`src/rtl/bcd_pkg.sv`:
```
// Shared types and constants for the digit-serial BCD adder.
`timescale 1ns/1ps
package bcd_pkg;

    typedef enum logic [1:0] {
        IDLE = 2'd0,
        ADD  = 2'd1,
        DONE = 2'd2
    } state_t;

    typedef logic [3:0] digit_t;

    localparam digit_t BCD_MAX  = 4'd9;
    localparam digit_t BCD_CORR = 4'd6;

endpackage

```
`src/rtl/bcd_digit_add.sv`:
```
// Single-digit BCD add with decimal correction and invalid-digit detection.
`timescale 1ns/1ps
module bcd_digit_add
    import bcd_pkg::*;
(
    input  digit_t a,
    input  digit_t b,
    input  logic   cin,
    output digit_t s,
    output logic   cout,
    output logic   invalid
);

    logic [4:0] t;

    always_comb begin
        t       = {1'b0, a} + {1'b0, b} + {4'b0, cin};
        s       = t[3:0];
        cout    = 1'b0;
        // Adding 6 modulo 16 skips the six non-decimal codes.
        if (t > {1'b0, BCD_MAX}) begin
            s    = t[3:0] + BCD_CORR;
            cout = 1'b1;
        end
        invalid = (a > BCD_MAX) || (b > BCD_MAX);
    end

endmodule

```
`src/rtl/bcd_serial_adder.sv`:
```
// Digit-serial NDIG-digit BCD adder, LSD first, one digit per clock.
// Optional subtract mode (A-B by nines complement) under BCD_SERIAL_ADDER_SUB_EN.
//
// state | meaning
// IDLE  | waiting for start after reset
// ADD   | one digit processed per clock, index 0..NDIG-1
// DONE  | result valid and held; start accepted as in IDLE
`timescale 1ns/1ps
module bcd_serial_adder
    import bcd_pkg::*;
#(
    parameter int NDIG = 4
) (
    input  logic              clk,
    input  logic              rst,
    input  logic              start,
`ifdef BCD_SERIAL_ADDER_SUB_EN
    input  logic              sub,
`endif
    input  logic [4*NDIG-1:0] a,
    input  logic [4*NDIG-1:0] b,
    output logic              busy,
    output logic              done,
    output logic [4*NDIG-1:0] sum,
    output logic              cout,
    output logic              err
);

    localparam int IW = (NDIG > 1) ? $clog2(NDIG) : 1;
    localparam logic [IW-1:0] LAST = IW'(NDIG - 1);

    state_t            state_q, state_d;
    logic [4*NDIG-1:0] a_q, a_d, b_q, b_d, sum_q, sum_d;
    logic [IW-1:0]     idx_q, idx_d;
    logic              carry_q, carry_d, cout_q, cout_d, err_q, err_d;
    logic              sub_q, sub_d;

    digit_t a_dig, b_dig, b_eff, s_dig;
    logic   co_dig, inv_dig, err_dig, init_carry;

    always_comb begin
        a_dig = '0;
        b_dig = '0;
        for (int i = 0; i < NDIG; i++) begin
            if (idx_q == IW'(i)) begin
                a_dig = a_q[4*i +: 4];
                b_dig = b_q[4*i +: 4];
            end
        end
        b_eff = sub_q ? (BCD_MAX - b_dig) : b_dig;
        // Validity is judged on the original B digit, not its complement.
        err_dig = inv_dig || (b_dig > BCD_MAX);
    end

    bcd_digit_add u_digit (
        .a       (a_dig),
        .b       (b_eff),
        .cin     (carry_q),
        .s       (s_dig),
        .cout    (co_dig),
        .invalid (inv_dig)
    );

`ifdef BCD_SERIAL_ADDER_SUB_EN
    assign init_carry = sub;
`else
    assign init_carry = 1'b0;
`endif

    always_comb begin
        state_d = state_q;
        a_d     = a_q;
        b_d     = b_q;
        sum_d   = sum_q;
        idx_d   = idx_q;
        carry_d = carry_q;
        cout_d  = cout_q;
        err_d   = err_q;
        sub_d   = sub_q;
        case (state_q)
            IDLE, DONE: begin
                if (start) begin
                    state_d = ADD;
                    a_d     = a;
                    b_d     = b;
                    idx_d   = '0;
                    carry_d = init_carry;
                    sub_d   = init_carry;
                    sum_d   = '0;
                    cout_d  = 1'b0;
                    err_d   = 1'b0;
                end
            end
            ADD: begin
                for (int i = 0; i < NDIG; i++) begin
                    if (idx_q == IW'(i)) sum_d[4*i +: 4] = s_dig;
                end
                carry_d = co_dig;
                err_d   = err_q || err_dig;
                idx_d   = idx_q + IW'(1);
                if (idx_q == LAST) begin
                    state_d = DONE;
                    idx_d   = '0;
                    cout_d  = co_dig;
                    if (err_d) begin
                        sum_d  = '0;
                        cout_d = 1'b0;
                    end
                end
            end
            default: state_d = IDLE;
        endcase
    end

    always_ff @(posedge clk) begin
        if (rst) begin
            state_q <= IDLE;
            a_q     <= '0;
            b_q     <= '0;
            sum_q   <= '0;
            idx_q   <= '0;
            carry_q <= 1'b0;
            cout_q  <= 1'b0;
            err_q   <= 1'b0;
            sub_q   <= 1'b0;
        end else begin
            state_q <= state_d;
            a_q     <= a_d;
            b_q     <= b_d;
            sum_q   <= sum_d;
            idx_q   <= idx_d;
            carry_q <= carry_d;
            cout_q  <= cout_d;
            err_q   <= err_d;
            sub_q   <= sub_d;
        end
    end

    assign busy = (state_q == ADD);
    assign done = (state_q == DONE);
    assign sum  = sum_q;
    assign cout = cout_q;
    assign err  = err_q;

endmodule

```
`config.mk`:
```
export PLATFORM = sky130hd
export DESIGN_NAME = bcd_serial_adder
export DESIGN_NICKNAME = d
export VERILOG_FILES = /design/src/rtl/bcd_pkg.sv /design/src/rtl/bcd_digit_add.sv /design/src/rtl/bcd_serial_adder.sv
export SDC_FILE = /design/constraint.sdc
export NUM_CORES = 1
export LEC_CHECK = 0
export BUFFER_PORTS_ARGS = -buffer_cell sky130_fd_sc_hd__buf_2
export CORE_ASPECT_RATIO = 1.4
export CORE_MARGIN = 4
export CORE_UTILIZATION = 52
export CTS_BUF_LIST = sky130_fd_sc_hd__clkbuf_8
export CTS_CLUSTER_DIAMETER = 30
export CTS_CLUSTER_SIZE = 12
export DETAILED_ROUTE_END_ITERATION = 16
export PLACE_DENSITY_LB_ADDON = 0.15
export SLEW_MARGIN = 20
export SYNTH_ARGS = -nofsm -noshare
export SYNTH_HDL_FRONTEND = slang
export SYNTH_SLANG_ARGS = --single-unit
```
`constraint.sdc`:
```
create_clock -name clk -period 7.24 [get_ports clk]
set_input_delay 0.724 -clock clk [delete_from_list [all_inputs] [get_ports clk]]
set_output_delay 0.724 -clock clk [all_outputs]
set_load 0.02 [all_outputs]
```
# Word level (Yosys, flattened, before mapping)
# Index checks and enable logic that the tools add are counted.
# word_totals
ff_bits,55
inputBits,35
out_inout_bits,20
wordCells,63
# op_classes
addsub,4
magnitude_cmp,3
n_eq_ne,7
muxes,30
reduce_logical,11
# op_table
operator,n
$mux 4,13
$mux 16,3
$pmux 16 s2,1
$gt 4x4->1 const B,2
$mux 2,4
$pmux 2 s2,2
$eq 2x2->1 const B,3
$pmux 1 s2,3
$reduce_and 2->1,3
$add 4x4->5,1
$add 5x1->5,1
$gt 5x4->1 const B,1
$add 4x3->4 const B,1
$eq 2x1->1 const B,2
$logic_not 2->1,2
$mux 1,4
$logic_or 1x1->1,3
$reduce_and 3->1,1
$add 2x1->2 const B,1
$ne 2x1->1 const B,1
$ne 2x2->1 const B,1
$reduce_bool 2->1,1
$reduce_or 2->1,1

# Longest topological paths before layout
# depth
word_depth,13
mapped_depth,18
mapped_depth_nobuf,17

# Modules after synthesis
# From an unflattened synthesis, not the netlist that was laid out.
# unflattened
cells_unflattened,345
hier_area_um2,2894.0
# modules_own_cells
module,n_inst,cells_per_inst,area_each_um2,seq_area_each_um2
bcd_serial_adder,1,320,2668.8,1101.1
bcd_digit_add,1,25,225.2,0.0

# Worst setup path before layout
# Ideal clock, no wire load.
# synth_path
kind,register to register
startpoint,register idx_q[0]
endpoint,"register sum_q[11], in the netlist sum[11]"
setup_ns,0.127
t_arrival_ns,3.204
required_time_ns,7.113
slack_ns,3.909
stages_incl_launch_ff,18
path_buffers,1
period_less_slack_ns,3.331
path_cell_list,dfxtp_1 ha_1 buf_4 inv_2 and3_1 a21oi_1 o21ai_0 mux2i_1 fa_1 inv_1 fa_1 xnor2_1 ha_1 a22o_1 a2111oi_0 nor2b_1 o21ai_1 o22ai_1
# synth_between
elab_chain_len,13
word_cells_on_any_way,26
cone_classes,add/sub: 3; order compare: 3; eq/ne: 3; mux: 13; reduce/logical: 4
# synth_rtl
item,line_no,source
from (decl),bcd_serial_adder.sv:34,"logic [IW-1:0] idx_q, idx_d;"
from (signal assigned),bcd_serial_adder.sv:131,idx_q <= idx_d;
$logic_not 2->1,bcd_serial_adder.sv:45,if (idx_q == IW'(i)) begin
$mux 4 (4 in series),bcd_serial_adder.sv:45,
$add 4x4->5,bcd_digit_add.sv:17,"t = {1'b0, a} + {1'b0, b} + {4'b0, cin};"
$add 5x1->5,bcd_digit_add.sv:17,
$add 4x3->4 / $gt 5x4->1 (equally long branches),"bcd_digit_add.sv:22, bcd_digit_add.sv:21",
$mux 4,bcd_digit_add.sv:21,"if (t > {1'b0, BCD_MAX}) begin"
$mux 4,bcd_serial_adder.sv:96,if (idx_q == IW'(i)) sum_d[4*i +: 4] = s_dig;
$mux 16,bcd_serial_adder.sv:105,if (err_d) begin
$mux 16 *,bcd_serial_adder.sv:101,if (idx_q == LAST) begin
$pmux 16 s2 *,bcd_serial_adder.sv:80,case (state_q)
to (signal assigned),bcd_serial_adder.sv:130,sum_q <= sum_d;
to (decl),bcd_serial_adder.sv:33,"logic [4*NDIG-1:0] a_q, a_d, b_q, b_d, sum_q, sum_d;"
# Mark *: on every way between the ends. The rest lies on a longest branch, timed or not.
# A chain may end at the register's enable or synchronous reset.

# Worst setup path after layout
# layout_path
startpoint,register idx_q[1]
endpoint,"register sum_q[11], in the netlist sum[11]"
# The elaborated chain is that of the path after synthesis.

==> flow_metrics.py <==
metrics = {
    "timing": {
        "rsz0062_at_grt": "false",
        "fmax_ghz": 0.2455,
        "fin_crit_sh_pct": 56.26,
        "layout_setup_ws_ns": 3.167,
        "slew_headroom_pct": 42.77,
        "finalSetupTns_ns": 0,
        "clock_skew_ns": 0.01217,
        "setup_viol": 0,
        "min_period_ns": 4.073,
        "hold_violations": 0,
        "slew_violations": 0,
        "worst_pin_slew_ns": 0.8584,
    },
    "placed_design": {
        "port_buffers": 54,
        "hpwl_um": 4631,
        "place_worst_setup_slack_ns": 3.222,
        "dp.cells": 430,
        "post_dp_cell_area_sq_um": 2889,
        "gp_congestion": 0.9232,
    },
    "flow_run": {
        "drv_cap": 0,
    },
    "synth": {
        "syn-num-nets": 376,
        "yosys.area.top_type_share_pct": 41.94,
        "synth_area_sq_um": 2625,
        "synth_seq_area_share_pct": 41.94,
        "synth_area_leaders": "dfxtp_1, nand2_1, a21oi_1",
        "syn_inst": 331,
        "syn-mean-instance-area_sq_um": 7.931,
        "synth_top_area_cell": "dfxtp_1",
        "yosysWarnings": 0,
        "yosysUniqueCellTypes": 47,
        "ys_seq_elements": 55,
    },
    "worst_setup_path": {
        "arrival_ns": 4.27,
        "path_max_fanout": 12,
        "critPathLaunchType": "flip-flop",
        "path_class": "flip-flop to flip-flop",
        "critPathRequiredTime_ns": 7.43,
        "endpoint_kind": "flip-flop",
    },
    "finish": {
        "finalInstanceArea_sq_um": 2974,
        "area_growth_pct": 13.30,
        "diodes": 0,
        "nNetsFinal": 418,
        "fin_util_pct": 60.95,
        "drive_above_1_share_pct": 18.98,
        "layoutNonFillerInstCount": 438,
        "final_common_cell": "nand2_1",
        "final_cell_mix": "nand2_1, dfxtp_1, buf_2, a21oi_1, inv_1",
    },
    "global_routing": {
        "grt.total_usage_pct": 21.37,
        "grt_pass1_vias": 2201,
        "grt_max_degree": 51,
        "grt-ovfl-total": 0,
        "antenna_found_initial": 0,
        "grt_pass1_wl_um": 10340,
    },
    "floorplanning": {
        "die_h_um": 92.07,
        "initial_core_util_pct": 53.79,
        "die_w_um": 68.05,
        "die-area_sq_um": 6265,
        "num_io_pins": 55,
        "placementRows": 30,
        "core-area_sq_um": 4880,
    },
    "route": {
        "route.final.wire_length_um": 6275,
        "ant_nets": 0,
        "dr.pass1.iters": 4,
        "drt_iter0_drc": 121,
        "vias": 2413,
        "drc": 0,
        "via_per_inst": 5.509,
        "wire_per_inst_um": 14.33,
    },
    "clock_tree": {
        "cts_setup_buffers": 0,
        "cts_hold_buffers": 0,
        "clk_pin_slew_ns": 0.10,
        "cts_sinks": 55,
        "clkLatencyLatePin_ns": 0.31,
        "ctsHtreeMaxLevel": 2,
        "cts_resized": 0,
        "cts_buffer_depth": 2,
        "cts.root.buffer_cell": "clkbuf_8",
        "tritoncts": "built",
        "cts_made_buffers": 5,
    },
    "power": {
        "ir_drop_v": 0.0001639,
        "leakagePower_nw": 1.253,
        "pwr_density_cell_nw_per_um2": 214.3,
    },
    "hold_path": {
        "worstHoldPathType": "flip-flop to flip-flop",
    },
    "run_status": {
        "status": "completed",
    },
}
final timing paths:
path | startpoint | to | slack, ns | cells after the start
setup reg to reg | idx_q[1] | sum[11] | 3.17 | 17
hold / removal | a_q[2] | a_q[2] | 0.46 | 2
setup / recovery | idx_q[1] | sum[11] | 3.17 | 17
hold reg to reg | a_q[2] | a_q[2] | 0.46 | 2
stage by stage:
| step | hold slack [ns] | power [W] |
|---|---|---|
| after floorplan | 0.4315 | 0.0004415 |
| after global placement | 0.4398 | 0.0004766 |
| after detailed placement | 0.4500 | 0.0004801 |
| after CTS | 0.4625 | 0.0006412 |
| after global routing | 0.4802 | 0.0006739 |
| final | 0.4606 | 0.0006373 |
routing by layer:
layer  global-route usage (%)  wire, um  up-vias
li1                         -         -     1225
met1                    25.19      2570     1106
met2                    37.01      3263       67
met3                    3.431       247       15
met4                    8.789       193        0
met5                        0         0        -
cells by family after synthesis:
| group | Yosys count | share of synthesized area [%] |
|---|---|---|
| AND/OR/NAND/NOR | 122 | 21.07 |
| flip-flops | 55 | 41.94 |
| buffers and inverters | 46 | 7.531 |
| adder cells (fa/ha/maj) | 10 | 5.339 |
| multiplexers | 3 | 1.144 |
| XOR/XNOR | 2 | 0.6674 |
| AO/OA/AOI/OAI | 93 | 22.31 |
worst max-delay path: stages, from the launching register on:
cell and delay (ns):
dfxtp_1 0.36, inv_1 0.09, ha_1 0.45, inv_2 0.18
and3_1 0.22, a21oi_1 0.10, o21ai_0 0.12, mux2i_1 0.22
fa_1 0.22, inv_1 0.05, fa_1 0.40, xnor2_1 0.18
ha_1 0.24, a22o_1 0.25, a2111oi_0 0.45, nor2b_1 0.12
o21ai_1 0.18, o22ai_1 0.11
synthesized netlist by cell type, drive strengths merged:
cell type and instances:
a2111oi 2, a211o 2, a211oi 2, a21boi 1, a21o 2, a21oi 45, a221oi 4, a22o 1
a22oi 2, a31oi 6, a32oi 1, and3 2, and3b 1, buf 9, clkbuf 12, dfxtp 55
fa 2, ha 8, inv 25, mux2i 3, nand2 72, nand2b 3, nand3 7, nand3b 3
nand4 4, nor2 15, nor2b 3, nor3 3, nor3b 2, o21ai 9, o22ai 14, o31a 1
o31ai 1, or2 1, or3b 3, or4 3, xnor2 2
report_power, final:
group	total [W]	leakage, nW	internal, W	switching (W)
Sequential	0.000327	0.449	0.000318	0.00000928
Clock	0.000164	0.0453	0.0000665	0.0000974
Combinational	0.000146	0.759	0.0000560	0.0000904
state kept, by name, summed over array words and instances, names as in the netlist:
signal / cells
a_q: 16
b_q: 16
carry_q: 1
cout: 1
err: 1
idx_q: 2
state_q: 2
sum: 16
cell type report:
| cell class | count | area [sq um] |
|---|---|---|
| Timing Repair Buffer | 56 | 285.3 |
| Fill cell | 497 | 1906 |
| Inverter | 25 | 93.84 |
| Multi-Input combinational cell | 230 | 1329 |
| Clock buffer | 5 | 68.82 |
| Sequential cell | 55 | 1101 |
| Tap cell | 64 | 80.08 |
| Clock inverter | 3 | 16.27 |
Power figures use the tool's default switching activity.
